## config.mk

```make
export PLATFORM = sky130hd
export DESIGN_NAME = branch_resolve_ctrl
export DESIGN_NICKNAME = d
export VERILOG_FILES = /design/src/rtl/branch_resolve_ctrl.sv
export SDC_FILE = /design/constraint.sdc
export NUM_CORES = 1
export LEC_CHECK = 0
export BUFFER_PORTS_ARGS = -buffer_cell sky130_fd_sc_hd__buf_2
export CORE_MARGIN = 4
export CORE_UTILIZATION = 57
export DETAILED_ROUTE_END_ITERATION = 16
export PLACE_DENSITY_LB_ADDON = 0.3
export SLEW_MARGIN = 20
export SYNTH_ARGS = -nofsm -noshare
export SYNTH_HDL_FRONTEND = slang
export SYNTH_SLANG_ARGS = --single-unit
export TNS_END_PERCENT = 100
```

## constraint.sdc

```tcl
create_clock -name clk -period 3.8 [get_ports clk]
set_input_delay 0.38 -clock clk [delete_from_list [all_inputs] [get_ports clk]]
set_output_delay 0.38 -clock clk [all_outputs]
set_load 0.02 [all_outputs]
```

## src/rtl/branch_resolve_ctrl.sv

```systemverilog
// EX-stage branch sequencer: registers one branch, resolves it in a single cycle,
// and on a mispredict drives a redirect handshake followed by a timed pipeline flush.
module branch_resolve_ctrl #(
    parameter int unsigned XLEN         = 64,
    parameter int unsigned FLUSH_CYCLES = 2,
    parameter int unsigned CNT_W        = 32
) (
    input  logic             clk,
    input  logic             rst_n,
    input  logic             kill_i,
    input  logic             br_valid_i,
    output logic             br_ready_o,
    input  logic [XLEN-1:0]  br_pc_i,
    input  logic [XLEN-1:0]  br_imm_i,
    input  logic [XLEN-1:0]  br_reg1_i,
    input  logic [XLEN-1:0]  br_reg2_i,
    input  logic [2:0]       br_type_i,
    input  logic             br_pred_taken_i,
    output logic             resolve_valid_o,
    output logic             resolve_taken_o,
    output logic             resolve_mispredict_o,
    output logic             redirect_valid_o,
    input  logic             redirect_ready_i,
    output logic [XLEN-1:0]  redirect_pc_o,
    output logic             flush_o,
    output logic [CNT_W-1:0] mispredict_cnt_o
);

    localparam int unsigned FcW = (FLUSH_CYCLES > 0) ? $clog2(FLUSH_CYCLES + 1) : 1;

    typedef enum logic [1:0] {StIdle, StEval, StRedirect, StFlush} state_e;

    state_e           state_q, state_d;
    logic [XLEN-1:0]  pc_q, imm_q, reg1_q, reg2_q;
    logic [2:0]       type_q;
    logic             pred_q;
    logic [XLEN-1:0]  redirect_pc_q, redirect_pc_d;
    logic [CNT_W-1:0] cnt_q, cnt_d;
    logic [FcW-1:0]   flush_cnt_q, flush_cnt_d;
    logic             accept;
    logic             taken;
    logic             mispredict;
    logic [XLEN-1:0]  target;

    always_comb begin
        unique case (type_q)
            3'b010:  taken = (reg1_q == reg2_q);
            3'b001:  taken = (reg1_q != reg2_q);
            3'b100:  taken = ($signed(reg1_q) <  $signed(reg2_q));
            3'b101:  taken = ($signed(reg1_q) >= $signed(reg2_q));
            3'b110:  taken = (reg1_q <  reg2_q);
            3'b111:  taken = (reg1_q >= reg2_q);
            default: taken = 1'b0;
        endcase
        target     = taken ? (pc_q + imm_q) : (pc_q + XLEN'(4));
        mispredict = taken ^ pred_q;
    end

    always_comb begin
        state_d          = state_q;
        redirect_pc_d    = redirect_pc_q;
        cnt_d            = cnt_q;
        flush_cnt_d      = flush_cnt_q;
        accept           = 1'b0;
        br_ready_o       = 1'b0;
        resolve_valid_o  = 1'b0;
        redirect_valid_o = 1'b0;
        flush_o          = 1'b0;

        // Kill overrides every state: drop any in-flight branch without side effects.
        if (kill_i) begin
            state_d = StIdle;
        end else begin
            unique case (state_q)
                StIdle: begin
                    br_ready_o = 1'b1;
                    if (br_valid_i) begin
                        accept  = 1'b1;
                        state_d = StEval;
                    end
                end
                StEval: begin
                    resolve_valid_o = 1'b1;
                    redirect_pc_d   = target;
                    if (mispredict) begin
                        state_d = StRedirect;
                        if (cnt_q != '1) cnt_d = cnt_q + 1'b1;
                    end else begin
                        state_d = StIdle;
                    end
                end
                StRedirect: begin
                    redirect_valid_o = 1'b1;
                    if (redirect_ready_i) begin
                        if (FLUSH_CYCLES == 0) begin
                            state_d = StIdle;
                        end else begin
                            state_d     = StFlush;
                            flush_cnt_d = FcW'(FLUSH_CYCLES);
                        end
                    end
                end
                StFlush: begin
                    flush_o = (flush_cnt_q != '0);
                    if (flush_cnt_q != '0) flush_cnt_d = flush_cnt_q - 1'b1;
                    if (flush_cnt_q <= FcW'(1)) state_d = StIdle;
                end
                default: state_d = StIdle;
            endcase
        end
    end

    assign resolve_taken_o      = resolve_valid_o & taken;
    assign resolve_mispredict_o = resolve_valid_o & mispredict;
    assign redirect_pc_o        = redirect_pc_q;
    assign mispredict_cnt_o     = cnt_q;

    always_ff @(posedge clk or negedge rst_n) begin
        if (!rst_n) begin
            state_q       <= StIdle;
            redirect_pc_q <= '0;
            cnt_q         <= '0;
            flush_cnt_q   <= '0;
        end else begin
            state_q       <= state_d;
            redirect_pc_q <= redirect_pc_d;
            cnt_q         <= cnt_d;
            flush_cnt_q   <= flush_cnt_d;
        end
    end

    always_ff @(posedge clk or negedge rst_n) begin
        if (!rst_n) begin
            pc_q   <= '0;
            imm_q  <= '0;
            reg1_q <= '0;
            reg2_q <= '0;
            type_q <= '0;
            pred_q <= 1'b0;
        end else if (accept) begin
            pc_q   <= br_pc_i;
            imm_q  <= br_imm_i;
            reg1_q <= br_reg1_i;
            reg2_q <= br_reg2_i;
            type_q <= br_type_i;
            pred_q <= br_pred_taken_i;
        end
    end

endmodule

```

== After elaboration in Yosys (flattened, before gate mapping) ==
Index checks and enable logic that the tools add are counted.

* $add $sub $neg: 4
* Magnitude comparators: 5
* Equal/unequal tests: 17
* Muxes and demuxes: 22
* Bitwise logic cells: 4
* Reduce and logical (&&, ||, !) cells: 7

{| class="wikitable"
|+ Operators by type and width
! kind !! count
|-
| $ge 64x64->1 || 2
|-
| $lt 64x64->1 || 2
|-
| $add 64x3->64 const B || 1
|-
| $add 64x64->64 || 1
|-
| $eq 64x64->1 || 1
|-
| $mux 64 || 1
|-
| $ne 64x64->1 || 1
|-
| $add 32x1->32 const B || 1
|-
| $ne 32x32->1 const B || 1
|-
| $mux 2 || 7
|-
| $eq 3x3->1 const B || 4
|-
| $mux 1 || 11
|-
| $ne 3x3->1 const B || 3
|-
| $pmux 2 s4 || 1
|-
| $reduce_and 4->1 || 2
|-
| $pmux 1 s6 || 1
|-
| $eq 2x2->1 const B || 2
|-
| $ne 2x2->1 const B || 2
|-
| $pmux 2 s2 || 1
|-
| $reduce_bool 2->1 || 2
|-
| $eq 3x1->1 const B || 1
|-
| $eq 3x2->1 const B || 1
|-
| $reduce_and 3->1 || 1
|-
| $and 1x1->1 || 2
|-
| other kinds (7) || 7
|}

* Flip-flop bits (word level): 360
* Output and inout port bits: 102
* Logic and storage cells: 69

== Longest topological paths before layout ==
Gate-level depths: netlist of run 1.

* Word-level depth: 6
* Depth in mapped cells: 14

== Worst setup path after synthesis of run 1 ==
OpenSTA, ideal clock, no wires.

* Path kind: reg2reg
* Start: register pc_q[1]
* End: register redirect_pc_q[47], in the netlist redirect_pc_o[47]
* Data arrival time: 3110 ps
* Path slack: 564 ps
* Cell stages (with the launch flop): 13
* Cell sequence: dfrtp_1 > ha_1 > a211o_1 > a2111oi_4 > nor4b_1 > or3_1 > buf_2 > a211o_1 > nand2_2 > o21ai_2 > a311oi_2 > xnor2_1 > a221o_1

* Cells in the longest elaborated chain, start to end: 2
* Elaborated cells between the ends (all ways): 3

{| class="wikitable"
|+ RTL lines
! element !! RTL line !! RTL
|-
| from (decl) || 34 || <nowiki>logic [XLEN-1:0] pc_q, imm_q, reg1_q, reg2_q;</nowiki>
|-
| from (signal assigned) || 141 || <nowiki>pc_q <= br_pc_i;</nowiki>
|-
| $add 64x3->64 or $add 64x64->64 (tied branches) || 55 || <nowiki>target = taken ? (pc_q + imm_q) : (pc_q + XLEN'(4));</nowiki>
|-
| $mux 64 (*) || 55 ||
|-
| to (signal assigned) || 126 || <nowiki>redirect_pc_q <= redirect_pc_d;</nowiki>
|-
| to (decl) || 37 || <nowiki>logic [XLEN-1:0] redirect_pc_q, redirect_pc_d;</nowiki>
|}

Mark *: on every way between the ends. The rest lies on a longest branch, timed or not.
A chain may end at the register's enable or synchronous reset.

== Final worst setup path of run 1 ==
* Start: register reg2_q[15]
* End: output port resolve_mispredict_o

* Cells in the longest elaborated chain, start to end: 4
* Elaborated cells between the ends (all ways): 9

{| class="wikitable"
|+ RTL lines
! element !! RTL line !! RTL
|-
| from (decl) || 34 ||
|-
| from (signal assigned) || 144 || <nowiki>reg2_q <= br_reg2_i;</nowiki>
|-
| $ge 64x64->1, or another cell as far along || 52 || <nowiki>3'b111: taken = (reg1_q >= reg2_q);</nowiki>
|-
| $pmux 1 s6 (*) || 46 || <nowiki>unique case (type_q)</nowiki>
|-
| $xor 1x1->1 (*) || 56 || <nowiki>mispredict = taken ^ pred_q;</nowiki>
|-
| $and 1x1->1 (*) || 114 || <nowiki>assign resolve_mispredict_o = resolve_valid_o & mispredict;</nowiki>
|-
| to (decl) || 21 || <nowiki>output logic resolve_mispredict_o,</nowiki>
|}

Marked as above.

==> flow_summary_export.csv, run 1 <==
group,metric,value,unit
sta,finClkSkew,26.7,ps
layout,seq_area,9010,sq um
clock_network,root_buffer,"clkbuf_16",
power,finalPower,21000,uW
yosys,synthFlopType,"dfrtp_1",
power,powerDensity,828,nW/um^2
setup_path,cp-startpoint,"reg2_q[15]",
sta,finalSetupViolations,1,
layout,multi_input_area,11000,sq um
min_path,hp-class,"in -> reg",
floorplanning,fp.dieH,198,um
layout,nets,2898,
grt,grt_max_degree,107,
setup_path,required,3420,ps
power,intPower,12100,uW
setup_path,cp_data_arrival_time,3420,ps
routing,first_iter_violations,1334,
layout,stdcell_count,3005,
sta,period_minus_slack,3800,ps
sta,hold_viol,0,
routing,dr.pass1.iters,6,
yosys,synth.distinct_cells,67,
yosys,synthCells,2086,
clock_network,numCtsBuffers,40,
setup_path,path_delay_family,"simple AND/OR/NAND/NOR gates",
grt,grt_pass1_vias,17600,
floorplanning,start_util,0.579,
floorplanning,num_rows,69,
clock_network,clkTransAtPathRegs,60,ps
floorplanning,core,35600,sq um
routing,drc,0,
sta,hold_ws,24.2,ps
routing,via_per_inst,5.88,
floorplanning,pin_count,367,
clock_network,clk_latency,590,ps
clock_network,cts_tree,"built",
setup_path,cp-start-kind,"flop",
clock_network,clockBufferDepth,3,
setup_path,cp_max_fo,5,
placement,placed_area,23000,sq um
status,violations,"negative setup slack",
sta,final.setup.worst_slack,-1.64,ps
layout,post_route_cells_drive_above_1_share,0.279,
yosys,async_flop_share,1.00,
routing,vias,17700,
setup_path,cpMaxStageDelayCell,"nor4_2",
sta,worst_pin_slew,918,ps
placement,hpwl,42400,um
sta,rsz0062_at_grt,"true",
power,swShare,0.422,
yosys,avgSynthCellArea,9.87,sq um
job,drv_cap,0,
yosys,yosysSeqAreaShare,0.438,
clock_network,h-tree-depth,2,
setup_path,crit_buf_inv,4,
setup_path,end_kind,"output pin",
layout,fin_area,25400,sq um
sta,fmax,0.263,GHz
routing,wirelength,58800,um
placement,io_buffers,366,
power,power_leakage,0.0118,uW
placement,preCtsSetupSlack,183,ps
sta,finalCritPeriodShare,1.00,
sta,relSlewSlack,0.387,
routing,antenna_left,0,
power,pwr-share-comb,0.499,
yosys,ys_seq_elements,360,
yosys,netlist_area,20600,sq um
floorplanning,fp.dieW,198,um
layout,fill_cells,2645,
grt,grt_usage,0.291,
setup_path,worstPathCellList,"inv_1, ha_1, nand4_1, nor4_2, buf_4, nand4_1, o21ai_2, nand2b_4, o22a_1, nand3_4, xor2_1, buf_4, nor2_4, buf_6",
min_path,hp-start,"br_reg2_i[7]",
placement,place_inst,2849,
grt,grt_overflow,0,
routing,routedWlPerCell,19.6,um
sta,slew_violations,0,
setup_path,critical_path_class,"reg -> out",
power,clkPwrFrac,0.202,
yosys,synth_edf_count,0,
yosys,yosysWarnings,0,
clock_network,cts_sinks,360,
setup_path,critPathMaxStageDelay,370,ps
grt,grt_pass1_wl,92000,um
power,p_switching,8860,uW
grt,antenna_found_initial,21,
power,seqPwrFrac,0.299,
power,ir_drop,0.573,mV
yosys,syn_nets,2483,
placement,gp_congestion,0.933,
floorplanning,dieArea,39200,sq um
layout,area_growth,23.2,%
setup_path,r2r-start,"pc_q[0]",
status,outcome,"complete, but fails checks",
state kept, by name (all words and copies together), names as in the netlist:
signal / cells
reg1_q: 64
redirect_pc_o: 64
type_q: 3
mispredict_cnt_o: 32
state_q: 2
reg2_q: 64
flush_cnt_q: 2
pc_q: 64
pred_q: 1
imm_q: 64
cell usage after synthesis, types with 6 or more instances:
cell	instances	area, sq um
o31ai_1	6	45.0
xor2_1	76	666
dfrtp_1	360	9010
nand2_1	226	848
nand2b_1	14	87.6
clkbuf_1	87	327
a31oi_1	10	62.6
a21oi_1	130	651
ha_1	131	1640
and2_1	13	81.3
nor2_1	95	357
and3_1	18	113
buf_1	7	26.3
o21bai_1	10	75.1
nor2b_1	9	56.3
o211ai_1	14	105
a211oi_1	6	45.0
or3_1	7	43.8
nor3_1	35	175
nand3_1	61	305
a211o_1	6	52.6
a31o_2	6	52.6
o21a_1	15	113
mux2_2	195	2200
and4_1	10	87.6
a21o_1	49	368
mux2i_1	8	80.1
xnor2_1	74	648
inv_1	104	390
nand4_1	45	282
nor4_1	15	93.8
o21ai_0	171	856
placed cells by master, fill, tap and decap left out, types with 6 or more instances in the layout:
master / count
ha_1: 127
and2_1: 12
and3_1: 18
bufinv_16: 6
nor4_1: 12
xnor2_1: 74
dfrtp_1: 360
o21a_1: 15
a211oi_1: 6
o21ai_0: 170
nand4_1: 45
inv_1: 103
nand3_1: 60
mux2i_1: 8
xor2_1: 76
dlygate4sd3_1: 64
a21oi_1: 130
o21bai_1: 10
nor2b_1: 9
nand2b_1: 13
a31oi_1: 10
clkbuf_8: 8
o211ai_1: 14
a211o_1: 6
clkinv_2: 7
o31ai_1: 6
diode_2: 14
a21o_1: 49
buf_12: 10
mux2_2: 195
nand2_1: 226
nor3_1: 35
and4_1: 10
buf_2: 363
clkbuf_16: 40
buf_4: 31
nor2_1: 93
worst min-delay path, cell delays in order:
cell and delay, ps:
buf_2 80, nand2_1 40, o21ai_0 70
metal layers:
layer  vias to the layer above  wire [um]  global-route usage  share of wire
met3                       147       3900              0.0538          0.066
met2                       660      28700               0.487           0.49
met4                        16       2500               0.122          0.042
met5                         -        106                   0         0.0018
li1                       8245          -                   -              -
met1                      8601      23600               0.372           0.40
power groups by stage:
stage | logic [uW] | registers (uW) | clock network (uW)
floorplan | 6930 | 6420 | 0
global placement | 9780 | 6230 | 0
detailed placement | 10000 | 6290 | 0
CTS | 10200 | 6250 | 4300
global route | 11500 | 6420 | 4440
finish | 10500 | 6280 | 4230
through the flow:
| step | utilization | TNS (ps) |
|---|---|---|
| 6_report | 0.713 | -1.64 |
| 5_1_grt | 0.713 | -231 |
| 4_1_cts | 0.708 | 0 |
| 3_5_place_dp | 0.647 | 0 |
| 3_3_place_gp | 0.647 | 0 |
| 2_1_floorplan | - | 0 |
layout make-up:
cell class,instances,share of cell area
timing repair buffer,470,0.115
tap,461,0.0228
multi-input combinational,1524,0.433
clock buffer,51,0.0443
antenna,14,0.00138
sequential,360,0.355
clock inverter,20,0.0125
inverter,105,0.0158
final timing paths:
path	end	slack (ps)	cells past startpoint
min in group asynchronous	mispredict_cnt_o[13]	470	2
setup / recovery	resolve_mispredict_o	-2	14
max in group asynchronous	imm_q[56]	2360	3
hold reg to reg	redirect_pc_o[4]	480	2
hold / removal	reg2_q[7]	20	3
setup reg to reg	redirect_pc_o[62]	220	14
cells by family (layout without fill, tap and decap cells):
| group | after synthesis | in the layout | synth area share |
|---|---|---|---|
| other | 0 | 14 | 0 |
| adders and majority gates | 132 | 132 | 0.0806 |
| muxes | 203 | 203 | 0.111 |
| xor gates and xnor gates | 150 | 150 | 0.0638 |
| and+or+nand+nor | 571 | 571 | 0.132 |
| buffers and inverters | 202 | 646 | 0.0370 |
| DFF | 360 | 360 | 0.438 |
| AOI/OAI and AO/OA | 468 | 468 | 0.138 |
timing repair:
action                                 4_1_cts  5_1_grt
hold buffers                                64        0
pin swaps                                    6       11
gates resized for setup                     13       16
endpoints found under the hold margin      162        0
setup buffers                                3        4
setup endpoints to repair                    2        5
Power figures use the tool's default switching activity.
==> run 2, diff against run 1 <==
--- a/config.mk
+++ b/config.mk
@@ -5,9 +5,10 @@
 export SDC_FILE = /design/constraint.sdc
 export NUM_CORES = 1
 export LEC_CHECK = 0
+export ABC_AREA = 1
 export BUFFER_PORTS_ARGS = -buffer_cell sky130_fd_sc_hd__buf_2
 export CORE_MARGIN = 4
-export CORE_UTILIZATION = 57
+export CORE_UTILIZATION = 52
 export DETAILED_ROUTE_END_ITERATION = 16
 export PLACE_DENSITY_LB_ADDON = 0.3
 export SLEW_MARGIN = 20
==> constraint.sdc (replaced) <==
create_clock -name clk -period 3.3 [get_ports clk]
set_input_delay 0.33 -clock clk [delete_from_list [all_inputs] [get_ports clk]]
set_output_delay 0.33 -clock clk [all_outputs]
set_load 0.02 [all_outputs]
==> run 2 against run 1 <==
The flow still finishes with violations (negative setup slack); count of clock-buffer cells in the layout rose by 10; largest power group unchanged; total power grew 62%; critical path depth stayed put; via count is 25% higher.
==> flow_summary_export.csv, run 2 <==
group,metric,value,unit
yosys,synth.top_cell.area_share,0.400,
yosys,yosysWarnings,0,
routing,wirelength,83200,um
yosys,netlist_area,22500,sq um
status,violations,"negative setup slack",
sta,relSlewSlack,0.489,
setup_path,cp_max_fo,3,
job,drv_cap,0,
sta,rsz0062_at_grt,"true",
yosys,syn_nets,3188,
setup_path,required,2970,ps
floorplanning,fp.dieW,216,um
setup_path,critical_path_class,"reg -> out",
setup_path,cp_data_arrival_time,3020,ps
sta,hold_ws,12.3,ps
status,outcome,"complete, but fails checks",
yosys,synthTopCellsByArea,"dfrtp_1 (40%), nand2_1 (9.9%), mux2_2 (7.8%)",
grt,grt_pass1_vias,22200,
floorplanning,pin_count,367,
clock_network,numCtsBuffers,40,
routing,routedWlPerCell,21.1,um
clock_network,root_buffer,"clkbuf_16",
grt,grt_overflow,0,
sta,slew_violations,0,
layout,final_cell_mix,"nand2_1 (575), buf_2 (363), dfrtp_1 (360)",
power,powerDensity,1190,nW/um^2
routing,dr.pass1.iters,8,
setup_path,cp-start-kind,"flop",
setup_path,end_kind,"output pin",
power,power_leakage,0.0141,uW
clock_network,clk_latency,570,ps
yosys,avgSynthCellArea,8.07,sq um
grt,grt_max_degree,79,
layout,final_common_cell,"nand2_1",
layout,area_growth,26.3,%
grt,grt_pass1_wl,127000,um
yosys,yosysMostFrequentCell,"nand2_1",
clock_network,cts_tree,"built",
placement,hpwl,64100,um
sta,final.setup.worst_slack,-49.5,ps
min_path,hp-class,"in -> reg",
routing,vias,22100,
sta,finalSetupViolations,1,
routing,first_iter_violations,2262,
clock_network,clockBufferDepth,3,
floorplanning,start_util,0.524,
sta,worst_pin_slew,767,ps
floorplanning,dieArea,46700,sq um
layout,nets,3726,
clock_network,h-tree-depth,2,
setup_path,reg2reg_slack,110,ps
sta,hold_viol,0,
floorplanning,core,43000,sq um
yosys,synth_top_cell_by_area,"dfrtp_1",
layout,fin_util,0.662,
yosys,yosys-top-cells-count,"nand2_1 (592), dfrtp_1 (360), nor2_1 (344), inv_1 (300), a21oi_1 (225)",
routing,drc,0,
floorplanning,fp.dieH,216,um
yosys,ys_seq_elements,360,
layout,post_route_cells_drive_above_1_share,0.229,
yosys,synth_edf_count,0,
grt,grt_usage,0.347,
yosys,synth.distinct_cells,49,
sta,finClkSkew,13.3,ps
placement,io_buffers,366,
yosys,synthCells,2791,
power,ir_drop,0.720,mV
sta,fmax,0.299,GHz
routing,via_per_inst,5.59,
clock_network,clkTransAtPathRegs,60,ps
clock_network,cts_sinks,360,
yosys,async_flop_share,1.00,
placement,gp_congestion,1.01,
grt,antenna_found_initial,12,
floorplanning,num_rows,76,
routing,antenna_left,0,
yosys,yosysSeqAreaShare,0.400,
sta,finalCritPeriodShare,1.02,
yosys,synthFlopType,"dfrtp_1",
sta,period_minus_slack,3350,ps
## run 2: cell count changes in the layout (fill, tap and decap cells not counted), moves of 46 or more
cell,change
dlygate4sd3_1,+46
buf_4,+61
nand2_1,+349
inv_1,+191
nor2_1,+239
o21ai_0,-75
a21oi_1,+90
## run 2: area by class of cell
cell class	instances	area, sq um
well taps	585	732
multi-input cells	2047	12400
repair buffers	575	3790
diodes	8	20.0
clock inverters	11	176
clock buffers	61	1210
inverters	305	1150
flip-flops and latches	360	9010
fillers	3567	14500
## run 2: what timing repair did
action                                 CTS  global route
resized for setup                       37            41
cloned                                   0             0
hold buffers                           110             0
setup endpoints to repair                2            27
setup buffers                            7             4
endpoints found under the hold margin  181             0
pin swaps                               12            35
## run 2: kinds of logic after synthesis
kind of cell | share of synthesized area
DFF | 0.400
muxes | 0.0780
xor gates and xnor gates | 0.0529
adders and majority gates | 0.0736
buffers and inverters | 0.0662
AOI/OAI and AO/OA | 0.107
and+or+nand+nor | 0.223
## run 2: path summary, 6_finish.rpt
path / endpoint / cells after the start / startpoint
max in group asynchronous: reg2_q[20] / 3 / rst_n
min in group asynchronous: imm_q[5] / 2 / rst_n
worst min register to register: redirect_pc_o[52] / 2 / redirect_pc_o[52]
worst min-delay path: imm_q[9] / 2 / br_imm_i[9]
worst max register to register: redirect_pc_o[54] / 18 / reg1_q[27]
worst max-delay path: resolve_mispredict_o / 14 / reg1_q[27]
## run 2: through the flow
step                power, uW  instances  TNS (ps)  instance area, sq um  setup WS (ps)
floorplan               20500       2791         0                 22500            694
global placement        27300       3752         0                 25500            143
detailed placement      27600       3752         0                 25500           54.0
CTS                     33000       3941     -23.6                 28200          -12.3
global route            36300       3945      -447                 28400           -211
finish                  34000       3952     -49.5                 28500          -49.5
## run 2: where the power goes
group          total [uW]  switching, uW  internal, uW
clock                4750           1910          2850
combinational       21100          13400          7740
sequential           8130           1670          6460
## run 2: worst max-delay path, cell delays in order, from the launching register on
cell	delay, ps
dfrtp_1	390
ha_1	360
nand2_2	100
nor2_2	110
nand2_1	110
nor2_2	160
nand2_2	110
nor2_4	140
nor2_1	60
a21oi_1	150
nand3_2	140
nor2_4	160
nand3_4	130
a21oi_4	200
buf_6	140
## run 2: metal layers
metal | global-route usage | vias to the layer above | wire [um] | part of all wire
met5 | 0 | - | 88 | 0.0011
met4 | 0.0954 | 14 | 2440 | 0.029
met3 | 0.0673 | 169 | 6780 | 0.081
met2 | 0.564 | 918 | 38500 | 0.46
met1 | 0.477 | 10600 | 35500 | 0.43
li1 | - | 10300 | - | -
